==> src/rtl/mips_pkg.sv <==
// Shared MIPS datapath definitions: muldiv op codes, muldiv FSM states
// and the default datapath width.
package mips_pkg;

  localparam int MD_WIDTH_DEF = 16;

  localparam logic [1:0] MD_MULT  = 2'b00;
  localparam logic [1:0] MD_MULTU = 2'b01;
  localparam logic [1:0] MD_DIV   = 2'b10;
  localparam logic [1:0] MD_DIVU  = 2'b11;

  typedef enum logic [1:0] {
    MD_IDLE,
    MD_RUN,
    MD_FIX,
    MD_DONE
  } md_state_e;

endpackage

==> src/rtl/mips_muldiv_core.sv <==
// Iterative unsigned shift-add multiplier / restoring divider, one bit per step.
// Ports: load_i/step_i from FSM, div_i mode, a_i/b_i magnitudes, hi_o/lo_o raw result, last_o.
module mips_muldiv_core
  import mips_pkg::*;
#(
  parameter int WIDTH = MD_WIDTH_DEF
) (
  input  logic             clk,
  input  logic             reset,
  input  logic             load_i,
  input  logic             step_i,
  input  logic             div_i,
  input  logic [WIDTH-1:0] a_i,
  input  logic [WIDTH-1:0] b_i,
  output logic [WIDTH-1:0] hi_o,
  output logic [WIDTH-1:0] lo_o,
  output logic             last_o
);

  localparam int CW = $clog2(WIDTH);

  logic [WIDTH:0]   acc_q, acc_d;
  logic [WIDTH-1:0] lo_q, lo_d;
  logic [WIDTH-1:0] opnd_q, opnd_d;
  logic [CW-1:0]    cnt_q, cnt_d;
  logic [WIDTH+1:0] add_x, add_y, sum;
  logic             add_ci;
`ifdef MIPS_MULDIV_DIV_EN
  logic             div_q, div_d;
`endif

  // One shared adder: product accumulate, or trial subtract
  // (x + ~d + 1) whose top bit is set exactly when x < d.
  always_comb begin
    add_x  = {1'b0, acc_q};
    add_y  = lo_q[0] ? {2'b00, opnd_q} : '0;
    add_ci = 1'b0;
`ifdef MIPS_MULDIV_DIV_EN
    if (div_q) begin
      add_x  = {1'b0, acc_q[WIDTH-1:0], lo_q[WIDTH-1]};
      add_y  = ~{2'b00, opnd_q};
      add_ci = 1'b1;
    end
`endif
    sum = add_x + add_y + {{(WIDTH+1){1'b0}}, add_ci};
  end

  always_comb begin
    acc_d  = acc_q;
    lo_d   = lo_q;
    opnd_d = opnd_q;
    cnt_d  = cnt_q;
`ifdef MIPS_MULDIV_DIV_EN
    div_d  = div_q;
`endif
    if (load_i) begin
      acc_d  = '0;
      lo_d   = div_i ? a_i : b_i;
      opnd_d = div_i ? b_i : a_i;
      cnt_d  = '0;
`ifdef MIPS_MULDIV_DIV_EN
      div_d  = div_i;
`endif
    end else if (step_i) begin
      cnt_d = cnt_q + CW'(1);
      acc_d = sum[WIDTH+1:1];
      lo_d  = {sum[0], lo_q[WIDTH-1:1]};
`ifdef MIPS_MULDIV_DIV_EN
      if (div_q) begin
        if (!sum[WIDTH+1]) begin
          acc_d = sum[WIDTH:0];
          lo_d  = {lo_q[WIDTH-2:0], 1'b1};
        end else begin
          acc_d = {acc_q[WIDTH-1:0], lo_q[WIDTH-1]};
          lo_d  = {lo_q[WIDTH-2:0], 1'b0};
        end
      end
`endif
    end
  end

  always_ff @(posedge clk or negedge reset) begin
    if (!reset) begin
      acc_q  <= '0;
      lo_q   <= '0;
      opnd_q <= '0;
      cnt_q  <= '0;
`ifdef MIPS_MULDIV_DIV_EN
      div_q  <= 1'b0;
`endif
    end else begin
      acc_q  <= acc_d;
      lo_q   <= lo_d;
      opnd_q <= opnd_d;
      cnt_q  <= cnt_d;
`ifdef MIPS_MULDIV_DIV_EN
      div_q  <= div_d;
`endif
    end
  end

  assign hi_o   = acc_q[WIDTH-1:0];
  assign lo_o   = lo_q;
  assign last_o = (cnt_q == CW'(WIDTH-1));

endmodule

==> src/rtl/mips_muldiv_unit.sv <==
// Multi-cycle MULT/MULTU/DIV/DIVU unit with HI/LO; divider present only with MIPS_MULDIV_DIV_EN.
// Ports: start/op/a/b launch, hi_we/lo_we/wdata MTHI/MTLO, busy/done/div_zero status, hi/lo.
module mips_muldiv_unit
  import mips_pkg::*;
#(
  parameter int WIDTH = MD_WIDTH_DEF
) (
  input  logic             clk,
  input  logic             reset,
  input  logic             start,
  input  logic [1:0]       op,
  input  logic [WIDTH-1:0] a,
  input  logic [WIDTH-1:0] b,
  input  logic             hi_we,
  input  logic             lo_we,
  input  logic [WIDTH-1:0] wdata,
  output logic             busy,
  output logic             done,
  output logic             div_zero,
  output logic [WIDTH-1:0] hi,
  output logic [WIDTH-1:0] lo
);

  md_state_e state_q, state_d;

  logic             accept, idle;
  logic             sgn_op, a_neg, b_neg;
  logic [WIDTH-1:0] a_mag, b_mag;
  logic             div_q, neg_q, dz_q;
  logic [WIDTH-1:0] hi_q, lo_q;
  logic [WIDTH-1:0] core_hi, core_lo;
  logic             core_last;
  logic [2*WIDTH-1:0] prod, prod_s;
  logic [WIDTH-1:0] res_hi, res_lo;
  logic             res_we, res_dz;
`ifdef MIPS_MULDIV_DIV_EN
  logic             rsgn_q, bz_q;
  logic [WIDTH-1:0] quo, rem;
`endif

  assign idle   = (state_q == MD_IDLE);
  assign accept = idle & start;

  // MULT and DIV (op[0] == 0) work on magnitudes
  assign sgn_op = ~op[0];
  assign a_neg  = sgn_op & a[WIDTH-1];
  assign b_neg  = sgn_op & b[WIDTH-1];
  assign a_mag  = a_neg ? -a : a;
  assign b_mag  = b_neg ? -b : b;

  always_comb begin
    state_d = state_q;
    unique case (state_q)
      MD_IDLE: if (start) state_d = MD_RUN;
      MD_RUN:  if (core_last) state_d = MD_FIX;
      MD_FIX:  state_d = MD_DONE;
      MD_DONE: state_d = MD_IDLE;
    endcase
  end

  mips_muldiv_core #(
    .WIDTH (WIDTH)
  ) u_core (
    .clk    (clk),
    .reset  (reset),
    .load_i (accept),
    .step_i (state_q == MD_RUN),
    .div_i  (op[1]),
    .a_i    (a_mag),
    .b_i    (b_mag),
    .hi_o   (core_hi),
    .lo_o   (core_lo),
    .last_o (core_last)
  );

  // Sign fixups; neg_q/rsgn_q are only ever set for signed ops
  always_comb begin
    prod   = {core_hi, core_lo};
    prod_s = neg_q ? -prod : prod;
    res_hi = prod_s[2*WIDTH-1:WIDTH];
    res_lo = prod_s[WIDTH-1:0];
    res_we = 1'b1;
    res_dz = 1'b0;
`ifdef MIPS_MULDIV_DIV_EN
    quo = neg_q ? -core_lo : core_lo;
    rem = rsgn_q ? -core_hi : core_hi;
    if (div_q) begin
      res_hi = rem;
      res_lo = bz_q ? '1 : quo;
      res_dz = bz_q;
    end
`else
    if (div_q) res_we = 1'b0;
`endif
  end

  always_ff @(posedge clk or negedge reset) begin
    if (!reset) begin
      state_q <= MD_IDLE;
      div_q   <= 1'b0;
      neg_q   <= 1'b0;
      dz_q    <= 1'b0;
      hi_q    <= '0;
      lo_q    <= '0;
`ifdef MIPS_MULDIV_DIV_EN
      rsgn_q  <= 1'b0;
      bz_q    <= 1'b0;
`endif
    end else begin
      state_q <= state_d;
      if (accept) begin
        div_q  <= op[1];
        neg_q  <= a_neg ^ b_neg;
`ifdef MIPS_MULDIV_DIV_EN
        rsgn_q <= a_neg;
        bz_q   <= (b == '0);
`endif
      end
      if (idle && hi_we) hi_q <= wdata;
      if (idle && lo_we) lo_q <= wdata;
      if (state_q == MD_FIX) begin
        dz_q <= res_dz;
        if (res_we) begin
          hi_q <= res_hi;
          lo_q <= res_lo;
        end
      end
    end
  end

  assign busy     = ~idle;
  assign done     = (state_q == MD_DONE);
  assign div_zero = done & dz_q;
  assign hi       = hi_q;
  assign lo       = lo_q;

endmodule

==> config.mk <==
export PLATFORM = sky130hd
export DESIGN_NAME = mips_muldiv_unit
export DESIGN_NICKNAME = d
export VERILOG_FILES = /design/src/rtl/mips_pkg.sv /design/src/rtl/mips_muldiv_core.sv /design/src/rtl/mips_muldiv_unit.sv
export SDC_FILE = /design/constraint.sdc
export NUM_CORES = 1
export LEC_CHECK = 0
export ABC_CLOCK_PERIOD_IN_PS = 2600
export BUFFER_PORTS_ARGS = -buffer_cell sky130_fd_sc_hd__buf_2
export CORE_AREA = 2 2 152 154
export DETAILED_ROUTE_END_ITERATION = 16
export DIE_AREA = 0 0 154 156
export MAX_ROUTING_LAYER = met4
export PLACE_DENSITY = 0.54
export SLEW_MARGIN = 20
export SYNTH_ARGS = -nofsm -noshare
export SYNTH_HDL_FRONTEND = slang
export SYNTH_SLANG_ARGS = --single-unit
==> constraint.sdc <==
create_clock -name clk -period 2.6 [get_ports clk]
set_input_delay 0.13 -clock clk [delete_from_list [all_inputs] [get_ports clk]]
set_output_delay 0.13 -clock clk [all_outputs]
set_load 0.02 [all_outputs]
; ---- After elaboration in Yosys (flattened, before gate mapping)
; Cells that the tools add are included.
[word_totals]
register_bits = 89
word_cells = 52
[classes]
add_sub_neg = 5
eq_ne = 6
n_mux = 21
bitwise_logic = 6
reduce_logical = 5
[op_table]
columns = op, n
row1 = $mux W16, 13
row2 = $mux W17, 2
row3 = $mux W32, 1
row4 = $neg A16 Y16, 2
row5 = $neg A32 Y32, 1
row6 = $add A17 B18 Y18, 1
row7 = $mux W4, 2
row8 = $pmux W2 S4, 1
row9 = $add A4 B1 Y4 const B, 1
row10 = $eq A2 B2 Y1 const B, 2
row11 = $eq A4 B4 Y1 const B, 1
row12 = $mux W2, 2
row13 = $ne A2 B2 Y1 const B, 2
row14 = $and A1 B1 Y1, 3
row15 = $eq A2 B1 Y1 const B, 1
row16 = $logic_and A1 B1 Y1, 2
row17 = $logic_not A2 Y1, 1
row18 = $not A1 Y1, 2
row19 = $reduce_and A2 Y1, 1
row20 = $reduce_bool A2 Y1, 1
row21 = $xor A1 B1 Y1, 1

; ---- Logic depth before layout (Yosys ltp)
; Gate-level depths: netlist (run 1).
[logic_depth]
depth_word = 5
depth_mapped = 11

; ---- Hierarchy
; From an unflattened synthesis (run 1), not the netlist that was laid out.
[unflattened]
cells_unflattened = 755
area_unflattened_um2 = 6707.7
[by_module_without_submodules]
columns = mod, instances, cells_per_inst, area_per_inst_um2, seq_area_each_um2
row1 = mips_muldiv_core, 1, 382, 3567.2, 1326.3
row2 = mips_muldiv_unit, 1, 373, 3140.5, 900.9

; ---- Worst setup path before layout (run 1)
; Ideal clock, no wire load.
[synth_path]
path_kind = register to register
from = register u_core.lo_q[0] (netlist: u_core.lo_o[0])
to = register u_core.acc_q[15]
arrival_time_ns = 2.498
t_required_ns = 2.474
path_slack_ns = -0.024
path_stages_with_launch = 12
cell_sequence = dfrtp_1 clkbuf_1 clkbuf_1 and2_1 ha_1 inv_1 fa_1 nor2b_1 o31a_1 o211ai_1 and2_1 o311a_1
[synth_between]
elab_chain_len = 4
[synth_lines]
columns = element, line_no
row1 = from (decl), mips_muldiv_core.sv:23  ; logic [WIDTH-1:0] lo_q, lo_d;
row2 = from (signal assigned), mips_muldiv_core.sv:93  ; lo_q <= lo_d;
row3 = $mux W16, mips_muldiv_core.sv:36  ; add_y = lo_q[0] ? {2'b00, opnd_q} : '0;
row4 = $add A17 B18 Y18, mips_muldiv_core.sv:45  ; sum = add_x + add_y + {{(WIDTH+1){1'b0}}, add_ci};
row5 = $mux W17, mips_muldiv_core.sv:64  ; end else if (step_i) begin
row6 = $mux W17, mips_muldiv_core.sv:56  ; if (load_i) begin
row7 = to (signal assigned), mips_muldiv_core.sv:84  ; acc_q <= '0;
row8 = to (signal assigned), mips_muldiv_core.sv:92  ; acc_q <= acc_d;
row9 = to (decl), mips_muldiv_core.sv:22  ; logic [WIDTH:0] acc_q, acc_d;
; No other way between the ends. The select of a mux whose other input is x is not followed.
; A chain may end at the register's enable or synchronous reset.

; ---- Worst setup path after layout (run 1)
; Same ends and word-level chain as after synthesis.

==> summary.md, run 1 <==
| Metric | Value |
|---|---|
| Top FF cell, synth | dfrtp_1 |
| Drc violations | 0 |
| CTS Buffer Depth | 2 |
| Antenna Nets Post-Route | 0 |
| ANT cells | 0 |
| Pwr Density | 1170 mW/mm² |
| Most frequent cells in the layout | dfrtp_1, buf_2, nand2_1 |
| Slew Limit Fails | 0 |
| WS Path Type | flop to flop |
| Worst path required time | 2.84 ns |
| Wire per inst | 17.7 µm |
| Outcome | complete, no violations |
| Met3 Resource Use GR | 0.0269 |
| Syn Inst Count | 760 |
| DRT iter0 DRCs | 514 |
| Detailed Place HPWL | 15200 µm |
| Main combinational cell family by area after synthesis | compound AO/OA/AOI/OAI gates |
| Core Util, Final | 0.346 |
| RSZ-0062 raised after global routing | false |
| Share of layout cells above drive strength 1 | 0.182 |
| Multiplexer share of the synthesized area | 0.0572 |
| Synth Area in Adders | 0.0501 |
| GRT met1 Usage | 0.244 |
| Vias in the first global route | 5773 |
| Most crowded layer after global routing | met2 |
| Number of distinct library cells after synthesis | 74 |
| Grt ovf | 0 |
| Placed Cells | 1103 |
| Place WS | 0.255 ns |
| Clk sinks | 89 |
| Layout area overhead | 16.3% |
| CP max stage delay | 0.38 ns |
| Seq cells post-synth | 89 |
| Register area share after synthesis | 0.335 |
| Worst Path Arrival | 2.62 ns |
| Synthesized Nets | 841 |
| Post-layout min period | 2.38 ns |
| Max VDD drop | 430 µV |
| EDFF count, synth | 0 |
| Area of the mapped netlist | 0.00665 mm² |
| First-pass GRT wire length | 32200 µm |
| Setup TNS | 0 ns |
| # setup viols final | 0 |
| Clk_skew | 0.00679 ns |
| Top Ports | 90 |
| Synth area leader | dfrtp_1 |
| P_leak | 3.42 nW |
| Critical Path, Cell by Cell | and2_1 > ha_1 > inv_1 > fa_1 > nor2b_1 > o31a_1 > o211ai_1 > and2_1 > o311a_1 |
| Slew HR | 0.405 |
| Vias per inst | 5.42 |
| R2R Setup Slk | 0.22 ns |
| Fin area | 0.00773 mm² |
| Drt total wl | 19900 µm |
| Hold WS | 0.0772 ns |
| CP Capture Type | flop |
| Worst Setup Start Kind | flop |
| H-Tree Depth | 3 |
| Worst Path Buf+Inv | 1 |
| # rows | 55 |
| Share of synthesized registers carrying an async set or reset | 1.00 |
| DP Area | 0.00744 mm² |
| DR vias | 6074 |
| Crit path max fanout | 5 |
| Clock root cell | clkbuf_16 |
| Initial antenna violation count | 0 |
| Final worst slack | 0.215 ns |
| Post-synthesis simple-gate area fraction | 0.193 |
| Worst min path class | input pin to flop |
| Storage cell area | 0.00223 mm² |
| Total of max-cap violations | 0 |
| Fmax | 0.419 GHz |
| Full die area | 0.0240 mm² |
| Nets | 911 |
| Met2 track demand over resource | 0.263 |
| CORE AREA | 0.0224 mm² |
| Cell Count, Final, Fillers Out | 1120 |
| Total track usage | 0.173 |
| Synth area leaders | dfrtp_1, ha_1, xor2_1 |
| Cell with the most instances on the worst path | and2_1 |
| Slew @ Worst Pin | 0.892 ns |
| Ys Warns | 0 |
| CTS Buf Count | 9 |
| Delay-heaviest family, CP | compound AO/OA/AOI/OAI gates |
| Initial Util | 0.297 |
| Port buffer count | 88 |
| PnR Total Power | 9.03 mW |
| Share of the synthesized area in the top cell type | 0.335 |
| Die width | 154 µm |
| CTS tree | built |
| Hold Violations, Final | 0 |
| Largest net degree at the start of global routing | 62 |
| Die Ht | 156 µm |
| XOR/XNOR share of the synthesized area | 0.0751 |
| Setup Fix Bufs, Post-CTS | 0 |
| Fill count | 2343 |
| Synth Area in Compound Gates | 0.244 |
| First-pass DRT Iterations | 4 |
| Syn avg cell area | 8.75 µm² |
| Worst skew pair latency | 0.36 ns |
| RD Place Congestion | 0.879 |
| Most common cell after layout, fill and taps aside | dfrtp_1 |
| Multi-input logic area | 0.00414 mm² |
| CP max-delay cell | fa_1 |
| Post-route clock period utilization | 0.917 |
| Clock transition at path regs | 0.07 ns |
## worst register-to-register path: cells and delay by family (launching register included)
| kind | cells | cell delay, ns |
|---|---|---|
| fa+ha+maj | 2 | 0.57 |
| buf+inv | 1 | 0.06 |
| compound gates | 3 | 0.75 |
| flops | 1 | 0.36 |
| simple gates | 3 | 0.53 |
## state kept, by name, indices dropped and copies added (netlist names)
register	count
u_core.lo_o	16
hi	16
div_q	1
state_q	2
neg_q	1
lo	16
u_core.opnd_q	16
u_core.cnt_q	4
u_core.acc_q	17
## synth_stat cells (14+ instances only)
cell type	n
dfrtp_1	89
inv_1	18
nand3_1	21
a21oi_1	55
a211oi_1	38
xnor2_1	23
nand2_1	57
xor2_1	34
nor3_1	15
and3_1	27
nor2_1	40
clkbuf_1	36
ha_1	25
and2_1	17
o21ai_0	41
mux2i_1	29
a21o_1	14
## per-layer routing
metal	vias up	share of wire
met5	-	0
met3	12	0.054
met1	2929	0.49
met2	162	0.45
met4	0	0.0095
li1	2971	-
## final timing paths
path / start / to / cells after the start
max: u_core.lo_o[0]$_DFFE_PN0P_ / u_core.acc_q[15]$_DFFE_PN0P_ / 9
min: wdata[0] / lo[0]$_DFF_PN0_ / 3
max reg2reg: u_core.lo_o[0]$_DFFE_PN0P_ / u_core.acc_q[15]$_DFFE_PN0P_ / 9
min reg2reg: u_core.opnd_q[6]$_DFFE_PN0P_ / u_core.opnd_q[6]$_DFFE_PN0P_ / 2
max in group asynchronous: reset / u_core.acc_q[16]$_DFFE_PN0P_ / 3
min in group asynchronous: reset / hi[4]$_DFF_PN0_ / 2
## logic make-up after synthesis
group / count (synthesis)
adder cells (fa/ha/maj): 26
flip-flops: 89
XOR/XNOR: 57
multiplexers: 37
other: 1
buffers and inverters: 71
AND/OR/NAND/NOR: 240
AO/OA/AOI/OAI: 239
## layout make-up
| type | count | share of cell area |
|---|---|---|
| multi-input cells | 600 | 0.535 |
| flip-flops and latches | 89 | 0.288 |
| repair buffers | 111 | 0.0848 |
| well taps | 285 | 0.0461 |
| clock buffers | 9 | 0.0291 |
| inverters | 19 | 0.00922 |
| clock inverters | 7 | 0.00777 |
## report_power, final
group	switching, mW	internal, mW	total [mW]
clock network	0.623	0.667	1.29
logic	2.98	2.02	4.99
registers	0.689	2.05	2.74
## what timing repair did
item | in CTS | in global routing
endpoints found under the hold margin | 28 | 0
resized for setup | 0 | 0
hold buffers | 1 | 0
No activity file was read; power rests on OpenSTA's default activity.
==> inputs of run 2 (changes only) <==
--- a/config.mk
+++ b/config.mk
@@ -7,11 +7,12 @@
 export LEC_CHECK = 0
 export ABC_CLOCK_PERIOD_IN_PS = 2600
 export BUFFER_PORTS_ARGS = -buffer_cell sky130_fd_sc_hd__buf_2
-export CORE_AREA = 2 2 152 154
+export CORE_AREA = 2 2 116 118
+export CTS_CLUSTER_DIAMETER = 120
 export DETAILED_ROUTE_END_ITERATION = 16
-export DIE_AREA = 0 0 154 156
+export DIE_AREA = 0 0 118 120
 export MAX_ROUTING_LAYER = met4
-export PLACE_DENSITY = 0.54
+export PLACE_DENSITY = 0.82
 export SLEW_MARGIN = 20
 export SYNTH_ARGS = -nofsm -noshare
 export SYNTH_HDL_FRONTEND = slang
==> run 2 against run 1 <==
Effect of this change: clock skew is essentially flat; clock power is 4% higher; global-route usage up 9.4 points; core utilization grew 24 points; via count grew 3.2%; count of clock-buffer cells in the layout unchanged; register-to-register slack lost 0.04 ns; combinational power decreased by 2%; setup slack got worse by 0.037 ns; worst hold slack better by 0.0086 ns; flip-flop and latch count did not move; sequential power is essentially flat; highest routed layer unchanged.
==> summary.md, run 2 (synthesized netlist as in run 1, its figures left out) <==
| Metric | Value |
|---|---|
| Most common cell after layout, fill and taps aside | dfrtp_1 |
| DRT iter0 DRCs | 628 (+22%) |
| CTS Buf Count | 9 (unchanged) |
| Full die area | 0.0142 mm² (-41%) |
| Worst Setup Start Kind | flop |
| RD Place Congestion | 0.938 (+6.7%) |
| PnR Total Power | 9.00 mW (-0.26%) |
| Worst min path class | input pin to flop |
| CTS Buffer Depth | 2 (unchanged) |
| Hold Violations, Final | 0 (unchanged) |
| CP Capture Type | flop |
| Number of flip-flops in the largest register | 17 (unchanged) |
| Wire per inst | 17.8 µm (+0.46%) |
| Total of max-cap violations | 0 (unchanged) |
| Drt total wl | 18000 µm (-9.3%) |
| DR vias | 6271 (+3.2%) |
| First-pass DRT Iterations | 5 (+1) |
| Fill count | 1138 (-51%) |
| Share of layout cells above drive strength 1 | 0.183 (+0.00120) |
| Initial antenna violation count | 0 (unchanged) |
| Worst skew pair latency | 0.35 ns (about the same) |
| Fin area | 0.00759 mm² (-1.8%) |
| Layout area overhead | 14.2% |
| RSZ-0062 raised after global routing | false |
| Hold WS | 0.0859 ns (+0.00863 ns) |
| Die Ht | 120 µm (-23%) |
| Reg power frac | 0.306 (+0.002) |
| Slew Limit Fails | 0 (unchanged) |
| Port buffer count | 88 (unchanged) |
| Worst Path Arrival | 2.66 ns (+0.04 ns) |
| Total track usage | 0.267 (+0.0943) |
| Setup TNS | 0 ns (unchanged) |
| Final worst slack | 0.178 ns (-0.0375 ns) |
| CORE AREA | 0.0130 mm² (-42%) |
| Clock root cell | clkbuf_16 |
| Cell Count, Final, Fillers Out | 1011 (-9.7%) |
| Outcome | complete, no violations |
| Max VDD drop | 416 µV (-3.2%) |
| Vias in the first global route | 5887 (+2.0%) |
| Placed Cells | 994 (-9.9%) |
| Nets | 911 (unchanged) |
| Crit path max fanout | 5 (unchanged) |
| Clock transition at path regs | 0.07 ns (about the same) |
| Reg2reg path depth | 8 (-1) |
| Place WS | 0.205 ns (-0.0500 ns) |
| Logic pwr share | 0.546 (-0.007) |
| Initial Util | 0.512 (+0.215) |
| Clk pwr share | 0.149 (+0.006) |
| Detailed Place HPWL | 13300 µm (-12%) |
| Post-layout min period | 2.42 ns (+0.0375 ns) |
| Psw | 4.20 mW (-2.0%) |
| Most frequent cells in the layout | dfrtp_1, buf_2, nand2_1 |
| Top Ports | 90 (unchanged) |
| Clk_skew | 0.00654 ns (-0.000244 ns) |
| Post-route clock period utilization | 0.932 (+0.0144) |
| P_leak | 3.42 nW (about the same) |
| Die width | 118 µm (-23%) |
| H-Tree Depth | 3 (unchanged) |
| Largest net degree at the start of global routing | 48 (-23%) |
| Worst path required time | 2.83 ns (about the same) |
| Cell-internal power | 4.80 mW (+1.3%) |
| Sw Ratio | 0.467 (-0.00845) |
| Setup Fix Bufs, Post-CTS | 0 (unchanged) |
| ANT cells | 0 (unchanged) |
| CTS tree | built |
| Clk sinks | 89 (unchanged) |
| # setup viols final | 0 (unchanged) |
| Reg with most FFs | u_core.acc_q |
| Vias per inst | 6.20 (+14%) |
| Grt ovf | 0 (unchanged) |
| Antenna Nets Post-Route | 0 (unchanged) |
| WS Path Type | flop to flop |
| # rows | 42 (-24%) |
| Slew @ Worst Pin | 0.807 ns (-0.0843 ns) |
| Fmax | 0.413 GHz (-1.5%) |
| First-pass GRT wire length | 29700 µm (-7.8%) |
| Core Util, Final | 0.585 (+0.239) |
| Pwr Density | 1190 mW/mm² (+1.6%) |
| Slew HR | 0.462 (+0.0562) |
| Drc violations | 0 (unchanged) |
| DP Area | 0.00727 mm² (-2.2%) |
| Hold Path Stages | 3 (unchanged) |
run 2: routing by layer:
layer / up-vias / wire (µm) / GRT usage
li1: 2980 / - / -
met1: 2955 / 8000 / 0.351
met2: 287 / 8210 / 0.418
met3: 49 / 1260 / 0.0409
met4: 0 / 538 / 0.106
met5: - / 0 / -
run 2: power by group through the flow:
stage | Clock (mW) | Combinational, mW | Sequential (mW)
after global placement | 0 | 4.69 | 2.74
after CTS | 1.34 | 4.85 | 2.73
after floorplan | 0 | 3.33 | 2.85
final | 1.34 | 4.91 | 2.75
after global routing | 1.41 | 5.41 | 2.84
after detailed placement | 0 | 4.80 | 2.75
run 2: final cells by class:
| type | instances | area, µm² | share of cell area |
|---|---|---|---|
| Clock inverter | 7 | 77.6 | 0.0102 |
| Multi-Input combinational cell | 600 | 4140 | 0.545 |
| Tap cell | 176 | 220 | 0.0290 |
| Timing Repair Buffer | 111 | 631 | 0.0831 |
| Inverter | 19 | 71.3 | 0.00940 |
| Sequential cell | 89 | 2230 | 0.293 |
| Clock buffer | 9 | 225 | 0.0297 |
run 2: what timing repair did:
action / 4_1_cts / 5_1_grt
resized for setup: 0 / 1
hold buffers: 1 / 0
endpoints found under the setup margin: 0 / 1
hold endpoints to repair: 46 / 0
run 2: critical path, cell delays in order (launching register included):
cell and delay [ns]:
dfrtp_1 0.45, ha_1 0.23, inv_1 0.07, fa_1 0.41, nor2b_2 0.18, o31a_1 0.22, o211ai_1 0.20, and2_1 0.20
o311a_1 0.34
run 2: worst paths after layout:
kind                                                      to  slack [ns]                          from
worst min-delay path                         lo[0]$_DFF_PN0_        0.09                      wdata[0]
worst min register to register  u_core.opnd_q[6]$_DFFE_PN0P_        0.48  u_core.opnd_q[6]$_DFFE_PN0P_
min in group asynchronous                    lo[2]$_DFF_PN0_        0.33                         reset
worst max-delay path            u_core.acc_q[15]$_DFFE_PN0P_        0.18   u_core.acc_q[0]$_DFFE_PN0P_
worst max register to register  u_core.acc_q[15]$_DFFE_PN0P_        0.18   u_core.acc_q[0]$_DFFE_PN0P_
max in group asynchronous       u_core.acc_q[15]$_DFFE_PN0P_        1.62                         reset
